$ cat config.mk
export PLATFORM = sky130hd
export DESIGN_NAME = ace_snap_loader_flat
export DESIGN_NICKNAME = d
export VERILOG_FILES = /design/src/rtl/ace_snap_loader_if.sv /design/src/rtl/ace_snap_loader.sv /design/src/flat_wrapper.sv
export SDC_FILE = /design/constraint.sdc
export NUM_CORES = 1
export LEC_CHECK = 0
export BUFFER_PORTS_ARGS = -buffer_cell sky130_fd_sc_hd__buf_4
export CORE_MARGIN = 4
export CORE_UTILIZATION = 30
export DETAILED_ROUTE_END_ITERATION = 10
export GPL_ROUTABILITY_DRIVEN = 0
export PLACE_DENSITY = 0.51
export SYNTH_ARGS = -nofsm -noshare
export SYNTH_HDL_FRONTEND = slang
export SYNTH_SLANG_ARGS = --single-unit
$ cat constraint.sdc
create_clock -name clk_sys -period 2.7 [get_ports clk_sys]
set_clock_uncertainty 0.05 [all_clocks]
set_input_delay 0.405 -clock clk_sys [delete_from_list [all_inputs] [get_ports clk_sys]]
set_output_delay 0.405 -clock clk_sys [all_outputs]
set_load 0.03 [all_outputs]
$ cat src/rtl/ace_snap_loader_if.sv
// ace_snap_loader_if
//   Bundles the host download port (ioctl_*), the RAM write port (mem_*)
//   and the loader status outputs into one interface.
//
//   Handshake rules:
//     ioctl: a byte transfers in a cycle where ioctl_wr=1 and ioctl_wait=0.
//            A strobe seen while ioctl_wait=1 is dropped, not queued.
//     mem:   mem_wr is the valid and mem_ack the ready. While mem_wr=1,
//            mem_addr and mem_data stay stable until the cycle with mem_ack=1,
//            which completes that write.
//
//   Modports:
//     master - host/RAM side: drives ioctl_download, ioctl_wr, ioctl_dout, mem_ack
//     slave  - loader side:   drives ioctl_wait, mem_addr, mem_data, mem_wr,
//                             cpu_reset, done, err
interface ace_snap_loader_if;
  logic        ioctl_download;
  logic        ioctl_wr;
  logic [7:0]  ioctl_dout;
  logic        ioctl_wait;
  logic [15:0] mem_addr;
  logic [7:0]  mem_data;
  logic        mem_wr;
  logic        mem_ack;
  logic        cpu_reset;
  logic        done;
  logic        err;

  modport master (
    output ioctl_download, ioctl_wr, ioctl_dout, mem_ack,
    input  ioctl_wait, mem_addr, mem_data, mem_wr, cpu_reset, done, err
  );

  modport slave (
    input  ioctl_download, ioctl_wr, ioctl_dout, mem_ack,
    output ioctl_wait, mem_addr, mem_data, mem_wr, cpu_reset, done, err
  );
endinterface

$ cat src/rtl/ace_snap_loader.sv
// ace_snap_loader
//   Loads a run-length encoded .ACE snapshot streamed by the host into RAM.
//   Byte stream: any byte except ED is a literal; ED 00 ends the data; ED n v
//   writes v n times at consecutive addresses. The machine is held in reset
//   during the load and for RST_HOLD cycles afterwards, then done pulses.
//
// Ports:
//   clk_sys   - system clock, rising edge
//   reset     - synchronous active-high reset
//   bus       - ace_snap_loader_if.slave (ioctl download, RAM write, status)
//   dbg_state - current FSM state, for observation only
module ace_snap_loader #(
  parameter logic [15:0] BASE_ADDR = 16'h2000,
  parameter logic [15:0] END_ADDR  = 16'h3FFF,
  parameter int          RST_HOLD  = 16
) (
  input  logic                    clk_sys,
  input  logic                    reset,
  ace_snap_loader_if.slave        bus,
  output logic [2:0]              dbg_state
);

  localparam logic [2:0] ST_IDLE = 3'd0;
  localparam logic [2:0] ST_LIT  = 3'd1;
  localparam logic [2:0] ST_ESC  = 3'd2;
  localparam logic [2:0] ST_CNT  = 3'd3;
  localparam logic [2:0] ST_RUN  = 3'd4;
  localparam logic [2:0] ST_SKIP = 3'd5;
  localparam logic [2:0] ST_HOLD = 3'd6;
  localparam logic [2:0] ST_WR   = 3'd7;

  localparam logic [7:0] ESC_BYTE = 8'hED;

  logic [2:0]  state;
  logic [15:0] addr;
  logic [7:0]  data;
  logic [7:0]  cnt;
  logic [15:0] hold_cnt;
  logic        dl_q;
  logic        ending;    // download fell while a write/run was in flight
  logic        err_r;
  logic        cpu_reset_r;
  logic        done_r;

  logic        dl_rise;
  logic        dl_fall;
  logic        busy;
  logic        in_range;
  logic        step;
  logic        accept;
  logic        ending_now;
  logic [2:0]  cur_state;
  logic        hold_last;

  assign dl_rise    = bus.ioctl_download & ~dl_q;
  assign dl_fall    = ~bus.ioctl_download & dl_q;
  assign busy       = (state == ST_WR) || (state == ST_RUN);
  assign in_range   = (addr <= END_ADDR);
  // An out-of-range element is consumed without a bus cycle, so it advances
  // on its own; an in-range one advances only on mem_ack.
  assign step       = ~in_range | bus.mem_ack;
  assign accept     = bus.ioctl_wr & ~busy & bus.ioctl_download;
  assign ending_now = ending | dl_fall;
  assign hold_last  = (32'(hold_cnt) + 32'd1 >= 32'(RST_HOLD));

  // A rising edge restarts from LIT in the same cycle, so a byte strobed
  // alongside the edge is decoded as the first byte of the new file.
  assign cur_state  = dl_rise ? ST_LIT : state;

  assign bus.ioctl_wait = busy;
  assign bus.mem_wr     = busy & in_range;
  assign bus.mem_addr   = addr;
  assign bus.mem_data   = data;
  assign bus.cpu_reset  = cpu_reset_r;
  assign bus.done       = done_r;
  assign bus.err        = err_r;
  assign dbg_state      = state;

  always_ff @(posedge clk_sys) begin
    if (reset) begin
      state       <= ST_IDLE;
      addr        <= BASE_ADDR;
      data        <= 8'h00;
      cnt         <= 8'h00;
      hold_cnt    <= 16'h0000;
      // Capturing the live level means a download already in progress when
      // reset releases is not mistaken for a new one.
      dl_q        <= bus.ioctl_download;
      ending      <= 1'b0;
      err_r       <= 1'b0;
      cpu_reset_r <= 1'b0;
      done_r      <= 1'b0;
    end else begin
      dl_q   <= bus.ioctl_download;
      done_r <= 1'b0;

      if (dl_rise) begin
        addr        <= BASE_ADDR;
        err_r       <= 1'b0;
        cpu_reset_r <= 1'b1;
        ending      <= 1'b0;
        cnt         <= 8'h00;
        hold_cnt    <= 16'h0000;
        state       <= ST_LIT;
      end

      case (cur_state)
        ST_LIT: begin
          if (dl_fall) begin
            state <= ST_HOLD;
          end else if (accept) begin
            if (bus.ioctl_dout == ESC_BYTE) begin
              state <= ST_ESC;
            end else begin
              data  <= bus.ioctl_dout;
              state <= ST_WR;
            end
          end
        end

        ST_ESC: begin
          if (dl_fall) begin
            err_r <= 1'b1;
            state <= ST_HOLD;
          end else if (accept) begin
            if (bus.ioctl_dout == 8'h00) begin
              state <= ST_SKIP;
            end else begin
              cnt   <= bus.ioctl_dout;
              state <= ST_CNT;
            end
          end
        end

        ST_CNT: begin
          if (dl_fall) begin
            err_r <= 1'b1;
            state <= ST_HOLD;
          end else if (accept) begin
            data  <= bus.ioctl_dout;
            state <= ST_RUN;
          end
        end

        ST_SKIP: begin
          if (dl_fall) state <= ST_HOLD;
        end

        ST_WR: begin
          if (step) begin
            addr   <= addr + 16'd1;
            if (!in_range) err_r <= 1'b1;
            state  <= ending_now ? ST_HOLD : ST_LIT;
            ending <= 1'b0;
          end else if (dl_fall) begin
            ending <= 1'b1;
          end
        end

        ST_RUN: begin
          if (step) begin
            addr <= addr + 16'd1;
            cnt  <= cnt - 8'd1;
            if (!in_range) err_r <= 1'b1;
            if (cnt == 8'd1) begin
              state  <= ending_now ? ST_HOLD : ST_LIT;
              ending <= 1'b0;
            end else if (dl_fall) begin
              ending <= 1'b1;
            end
          end else if (dl_fall) begin
            ending <= 1'b1;
          end
        end

        ST_HOLD: begin
          if (hold_last) begin
            hold_cnt    <= 16'h0000;
            cpu_reset_r <= 1'b0;
            done_r      <= 1'b1;
            state       <= ST_IDLE;
          end else begin
            hold_cnt <= hold_cnt + 16'd1;
          end
        end

        default: begin
          // IDLE: a falling edge here belongs to a load already abandoned
          // by reset, so it is ignored.
        end
      endcase
    end
  end

endmodule
$ cat src/flat_wrapper.sv
// flat-port wrapper written by rule: the top's interface ports become plain ports
module ace_snap_loader_flat 
#(
  parameter logic [15:0] BASE_ADDR = 16'h2000,
  parameter logic [15:0] END_ADDR  = 16'h3FFF,
  parameter int          RST_HOLD  = 16
)
  (clk_sys, reset, dbg_state, bus_ioctl_download, bus_ioctl_wr, bus_ioctl_dout, bus_mem_ack, bus_ioctl_wait, bus_mem_addr, bus_mem_data, bus_mem_wr, bus_cpu_reset, bus_done, bus_err);
  ace_snap_loader_if bus_i ();
  input  logic clk_sys;
  input  logic reset;
  output logic [2:0] dbg_state;
  input wire logic [$bits(bus_i.ioctl_download)-1:0] bus_ioctl_download;
  input wire logic [$bits(bus_i.ioctl_wr)-1:0] bus_ioctl_wr;
  input wire logic [$bits(bus_i.ioctl_dout)-1:0] bus_ioctl_dout;
  input wire logic [$bits(bus_i.mem_ack)-1:0] bus_mem_ack;
  output wire logic [$bits(bus_i.ioctl_wait)-1:0] bus_ioctl_wait;
  output wire logic [$bits(bus_i.mem_addr)-1:0] bus_mem_addr;
  output wire logic [$bits(bus_i.mem_data)-1:0] bus_mem_data;
  output wire logic [$bits(bus_i.mem_wr)-1:0] bus_mem_wr;
  output wire logic [$bits(bus_i.cpu_reset)-1:0] bus_cpu_reset;
  output wire logic [$bits(bus_i.done)-1:0] bus_done;
  output wire logic [$bits(bus_i.err)-1:0] bus_err;
  assign bus_i.ioctl_download = bus_ioctl_download;
  assign bus_i.ioctl_wr = bus_ioctl_wr;
  assign bus_i.ioctl_dout = bus_ioctl_dout;
  assign bus_i.mem_ack = bus_mem_ack;
  assign bus_ioctl_wait = bus_i.ioctl_wait;
  assign bus_mem_addr = bus_i.mem_addr;
  assign bus_mem_data = bus_i.mem_data;
  assign bus_mem_wr = bus_i.mem_wr;
  assign bus_cpu_reset = bus_i.cpu_reset;
  assign bus_done = bus_i.done;
  assign bus_err = bus_i.err;
  ace_snap_loader #(.BASE_ADDR(BASE_ADDR), .END_ADDR(END_ADDR), .RST_HOLD(RST_HOLD)) u_core (.clk_sys(clk_sys), .reset(reset), .bus(bus_i), .dbg_state(dbg_state));
endmodule
==> results of run 1 <==
-- placed cells by master, fill, tap and decap left out, drive strengths merged, types with 2 or more instances in the layout --
master   synthesis  routed
clkbuf           9       6
nor3b            2       2
nand2           37      37
dfxtp           56      56
o21ai           17      17
o2111ai          2       2
a221oi           5       5
o211ai           5       5
or3             15      15
nand3           12      12
a31oi            8       8
a211oi           2       2
mux2i           12      12
xor2            10      10
inv             10      10
a311oi           3       3
a22o             8       8
a31o             2       2
nor2b            6       6
o31ai            2       2
xnor2            4       4
nor3            16      16
and2            17      17
buf             10      57
nor4             9       9
nand2b           4       4
and4             3       3
nor2            41      41
and3             5       5
a21oi           25      25
a32oi            2       2
ha               5       5
nand4           17      17
-- cells in the mapped netlist, drive strengths merged (12+ instances only) --
cell    n  area, um^2
dfxtp  56        1120
nor2   41         156
a21oi  25         140
nand4  17         106
and2   17         109
nor3   16        96.4
or3    15        98.8
nand3  12        65.1
o21ai  17        85.1
nand2  37         141
mux2i  12         120
-- cell type report --
class                      instances  area (um^2)
clock buffer                       6         72.6
tap                              136          170
clock inverter                     2         16.3
inverter                          10         40.0
multi-input combinational        308         2000
timing repair buffer              57          428
fill                            1130         6620
sequential                        56         1120
-- cell families after synthesis --
group	after synthesis	share of synthesized area
simple gates	186	0.313
compound gates	90	0.199
flops	56	0.345
buf+inv	29	0.0416
xor+xnor	14	0.0423
mux	13	0.0404
fa+ha+maj	5	0.0192
-- flip-flops by register name (all words and copies together), names as in the netlist --
signal                cells
u_core.bus.cpu_reset      1
u_core.bus.done           1
u_core.bus.err            1
u_core.bus.mem_addr      16
u_core.bus.mem_data       8
u_core.cnt                8
u_core.dbg_state          3
u_core.dl_q               1
u_core.ending             1
u_core.hold_cnt          16
-- critical path: cells and delay by family, from the launching register on --
kind,cells,cell delay [ns]
multiplexers,1,0.37
flip-flops,1,0.45
AND/OR/NAND/NOR,3,0.79
adder cells (fa/ha/maj),1,0.22
AO/OA/AOI/OAI,2,0.44
-- how the worst max path moves through the flow --
stage | cells past startpoint | start | end | slack [ns]
after global routing | 7 | u_core.hold_cnt[0] | u_core.hold_cnt[2] | 0.006
after CTS | 7 | u_core.hold_cnt[0] | u_core.hold_cnt[0] | 0.30
final | 7 | u_core.hold_cnt[0] | u_core.hold_cnt[0] | 0.32
after detailed placement | 7 | u_core.hold_cnt[0] | u_core.hold_cnt[0] | 0.35
after global placement | 7 | bus_ioctl_download | u_core.cnt[2] | 0.36
after floorplan | 4 | u_core.dbg_state[2] | bus_mem_wr | 0.31
-- routing by layer --
metal	vias to the layer above	track usage	part of all wire
met3	7	0.0243	0.044
met1	1387	0.204	0.51
met5	-	0	0
met4	0	0.0337	0.011
met2	67	0.214	0.44
li1	1534	-	-
-- report_power, final --
| part | internal, mW | total [mW] | switching (mW) |
|---|---|---|---|
| sequential | 0.830 | 0.839 | 0.00811 |
| clock | 0.186 | 0.470 | 0.285 |
| combinational | 0.0543 | 0.145 | 0.0904 |
-- through the flow --
| step | setup WS (ns) | util | instance area (um^2) |
|---|---|---|---|
| after floorplan | 0.313 | - | 3250 |
| after global placement | 0.363 | 0.359 | 3750 |
| after detailed placement | 0.348 | 0.359 | 3750 |
| after CTS | 0.304 | 0.367 | 3840 |
| after global routing | 0.00586 | 0.367 | 3840 |
| final | 0.318 | 0.367 | 3840 |
==> metrics.cfg, run 1 <==
[cts]
cts_resized=0
hold_buffers=0
cts_tree=yes
cts_root_buf=clkbuf_8
cts.sinks=56
clockBufferDepth=2
clock_latency_ns=0.31
cts_setup_buffers=0
htreeDepth=2
cts_buffers=5
clk_pin_slew_ns=0.10

[timing]
holdWs_ns=0.283
slew_headroom=0.497
hold_viol=0
setup_viol=0
fin_tns_setup_ns=0
worst_pin_slew_ns=0.751
fin_crit_sh=0.882
slew_violations=0
fmax_mhz=420
rsz0062_at_grt=false
period_needed_ns=2.38

[global_route]
grt_max_degree=23
grt.total_usage=0.140
antenna_found_initial=0
grt_pass1_wl_mm=14.7
grt_overflow=0
grt_pass1_vias=2811

[synth]
synth-edff-count=0
avgSynthCellArea_um2=8.27
synth_cell_types=66
synth_flop_cell=dfxtp_1
ys_warn_count=0
synthCells=393
ys_ff_latch=56
synth-async-reset-ratio=0
syn_nets=411
seq_area_frac_synth=0.345
syn_area_um2=3250

[floorplan]
die_w_um=112
fp.dieArea_um2=12600
start_util=0.311
fp.dieH_um=112
core_area_um2=10500
rows=37
pin_count=45

[worst_setup_path]
rr_worst_depth=7
crit_type=reg -> reg
arrival_ns=2.57
crit_chain=ha_1 > nand3_1 > nor4_1 > mux2_2 > a21oi_1 > nand4_1 > o21ai_1
r2r_start=u_core.hold_cnt[0]
critPathLaunchType=flip-flop
ff2ff_setup_slack_ns=0.32
cp_slowest_stage_delay_ns=0.45
slowest_stage=dfxtp_1
r2r-end=u_core.hold_cnt[0]
critPathMaxFanout=6
required_ns=2.89
endpoint_kind=flip-flop

[route]
drc=0
wl_mm=8.81
antenna_left=0
drt-vias-per-instance=5.21
num_vias=2995
wl_per_cell_um=15.3
drtIter0Drc=259
drt_first_pass_iters=4

[final_layout]
instances_no_fill=575
area_delta_synth_final_pct=18.2
n_antenna_cell=0
nets=456
drive_gt1_frac=0.194

[power_and_ir_drop]
p_leak_nw=1.51
ir_drop_v=0.000226
p_total_mw=1.45
p_per_area_nw_per_um2=378

[placed_design]
dp.final_hpwl_mm=6.54
placedCellCount=567
io_buffers=44

[min_path]
hold_end=u_core.dl_q
holdPathStages=1
hold_path_class=in -> reg
min_from=bus_ioctl_download

[job]
maxCapViolCount=0

[run_status]
status=completed

No activity file was read; power rests on OpenSTA's default activity.
==> run 2, diff against run 1 <==
--- a/config.mk
+++ b/config.mk
@@ -11,6 +11,7 @@
 export DETAILED_ROUTE_END_ITERATION = 10
 export GPL_ROUTABILITY_DRIVEN = 0
 export PLACE_DENSITY = 0.51
+export REMOVE_ABC_BUFFERS = 1
 export SYNTH_ARGS = -nofsm -noshare
 export SYNTH_HDL_FRONTEND = slang
 export SYNTH_SLANG_ARGS = --single-unit
==> constraint.sdc (replaced) <==
create_clock -name clk_sys -period 3 [get_ports clk_sys]
set_clock_uncertainty 0.05 [all_clocks]
set_input_delay 0.15 -clock clk_sys [delete_from_list [all_inputs] [get_ports clk_sys]]
set_output_delay 0.15 -clock clk_sys [all_outputs]
set_load 0.03 [all_outputs]
==> run 2 against run 1 <==
  * Register-to-register slack better by 0.26 ns
  * Combinational power down 12%
  * Sequential share of layout area about the same
  * Largest power group unchanged
  * Worst setup slack better by 0.26 ns
  * First-iteration DRC count down 29%
  * Die area unchanged
  * Power down 2.5%
  * Worst hold slack worse by 0.26 ns
  * Clock power up 14%
  * Sequential cell count unchanged
  * Sequential power down 10%
  * Cell area down 0.13%
==> metrics.cfg, run 2 (synthesis results as in run 1) <==
[cts]
cts_tree=yes  ; unchanged
cts.sinks=56  ; unchanged
htreeDepth=2  ; unchanged
cts_buffers=5  ; unchanged
cts_root_buf=clkbuf_8  ; unchanged
cts_setup_buffers=0  ; unchanged
hold_buffers=0  ; unchanged
cts_resized=0  ; unchanged
clockBufferDepth=2  ; unchanged
clk_pin_slew_ns=0.11  ; was 0.10 ns
clock_latency_ns=0.31  ; about the same

[final_layout]
nets=451  ; was 456
n_antenna_cell=0  ; unchanged
drive_gt1_frac=0.187  ; was 0.194
mostFrequentLayoutCells=dfxtp_1 (56), buf_4 (52), nor2_1 (40)  ; was buf_4 (57), dfxtp_1 (56), nor2_1 (40)
area_delta_synth_final_pct=18.0  ; was 18.2%
instances_no_fill=570  ; was 575
final_common_cell=dfxtp_1  ; was buf_4

[timing]
fin_tns_setup_ns=0  ; unchanged
setup_viol=0  ; unchanged
fin_crit_sh=0.806  ; was 0.882
period_needed_ns=2.42  ; was 2.38 ns
worst_pin_slew_ns=0.799  ; was 0.751 ns
slew_violations=0  ; unchanged
hold_viol=0  ; unchanged
rsz0062_at_grt=false  ; unchanged
fmax_mhz=414  ; was 420 MHz
slew_headroom=0.465  ; was 0.497

[floorplan]
die_w_um=112  ; unchanged
core_area_um2=10500  ; unchanged
fp.dieArea_um2=12600  ; unchanged
start_util=0.311  ; unchanged
rows=37  ; unchanged
fp.dieH_um=112  ; unchanged
pin_count=45  ; unchanged

[global_route]
grt_overflow=0  ; unchanged
grt.total_usage=0.136  ; was 0.140
grt_pass1_wl_mm=14.3  ; was 14.7 mm
antenna_found_initial=0  ; unchanged
grt_pass1_vias=2909  ; was 2811
grt_max_degree=23  ; unchanged

[worst_setup_path]
critPathMaxFanout=21  ; was 6
rr_worst_depth=6  ; was 7
arrival_ns=2.57  ; about the same
crit_type=reg -> reg  ; unchanged
r2r-end=u_core.bus.mem_data[3]  ; was u_core.hold_cnt[0]
critPathLaunchType=flip-flop  ; unchanged
ff2ff_setup_slack_ns=0.58  ; was 0.32 ns
required_ns=3.16  ; was 2.89 ns
r2r_start=u_core.dbg_state[1]  ; was u_core.hold_cnt[0]
endpoint_kind=flip-flop  ; unchanged

[min_path]
hold_end=u_core.dl_q  ; unchanged
min_from=bus_ioctl_download  ; unchanged
holdPathStages=1  ; unchanged
hold_path_class=in -> reg  ; unchanged

[route]
num_vias=3034  ; was 2995
met2WireLength_mm=3.81  ; was 3.86 mm
wl_met1_mm=4.16  ; was 4.47 mm
top_layer=met4  ; unchanged
routed-wl-met3_um=444  ; was 391 um
drtIter0Drc=183  ; was 259
drt_first_pass_iters=4  ; unchanged
drc=0  ; unchanged
wl_per_cell_um=15.0  ; was 15.3 um
antenna_left=0  ; unchanged
wl_mm=8.56  ; was 8.81 mm
drt-vias-per-instance=5.32  ; was 5.21

[run_status]
status=completed  ; unchanged

[power_and_ir_drop]
ir_drop_v=0.000202  ; was 0.000226 V
p_leak_nw=1.50  ; was 1.51 nW
p_per_area_nw_per_um2=369  ; was 378 nW/um^2

[job]
maxCapViolCount=0  ; unchanged

[placed_design]
placedCellCount=562  ; was 567
dp.final_hpwl_mm=6.30  ; was 6.54 mm
io_buffers=44  ; unchanged

-- run 2: cell types whose count changed in the layout (fill, tap and decap cells not counted) --
cell	change
buf_4	-5
bufinv_16	+1
clkbuf_1	-1
clkbuf_8	+1
clkinvlp_4	-1
-- run 2: worst max path at each step --
stage / start / to
after floorplan: u_core.dbg_state[0] / u_core.bus.mem_data[0]
after global placement: u_core.dbg_state[1] / u_core.bus.mem_data[7]
after detailed placement: u_core.dbg_state[1] / u_core.bus.mem_data[3]
after CTS: u_core.dbg_state[1] / u_core.bus.mem_data[3]
after global routing: u_core.dbg_state[1] / u_core.bus.mem_data[3]
final: u_core.dbg_state[1] / u_core.bus.mem_data[3]
-- run 2: worst max-delay path, cell delays in order, from the launching register on --
cell and delay [ns]:
dfxtp_1 0.83, xor2_2 0.27, nor2_2 0.33, nor3_2 0.12
a32oi_4 0.41, mux2i_1 0.24, nor2_1 0.06
-- run 2: stage by stage --
step,power (mW),worst slack (ns),util,hold WS [ns],cell area [um^2]
final,1.42,0.583,0.367,0.0185,3840
after global routing,1.47,0.364,0.367,0.00819,3840
after CTS,1.44,0.575,0.367,0.00420,3840
after detailed placement,0.899,0.599,0.355,0.343,3720
after global placement,0.898,0.639,0.355,0.342,3720
after floorplan,0.841,0.479,-,0.128,3160
-- run 2: layout make-up --
cell class                      count  area, um^2
Fill cell                        1131        6620
Multi-Input combinational cell    308        2000
Sequential cell                    56        1120
Timing Repair Buffer               52         390
Tap cell                          136         170
Clock buffer                        6        82.6
Inverter                           10        40.0
Clock inverter                      2        38.8
-- run 2: report_power, final --
| group | switching, mW | internal [mW] | leakage [nW] |
|---|---|---|---|
| Combinational | 0.0807 | 0.0478 | 0.989 |
| Clock | 0.262 | 0.274 | 0.0614 |
| Sequential | 0.00561 | 0.747 | 0.452 |
| Total | 0.349 | 1.07 | 1.50 |
-- run 2: layer usage --
metal / vias to the layer above / track usage
met5: - / 0
met4: 0 / 0.0385
met3: 11 / 0.0302
met2: 74 / 0.219
met1: 1420 / 0.184
li1: 1529 / -
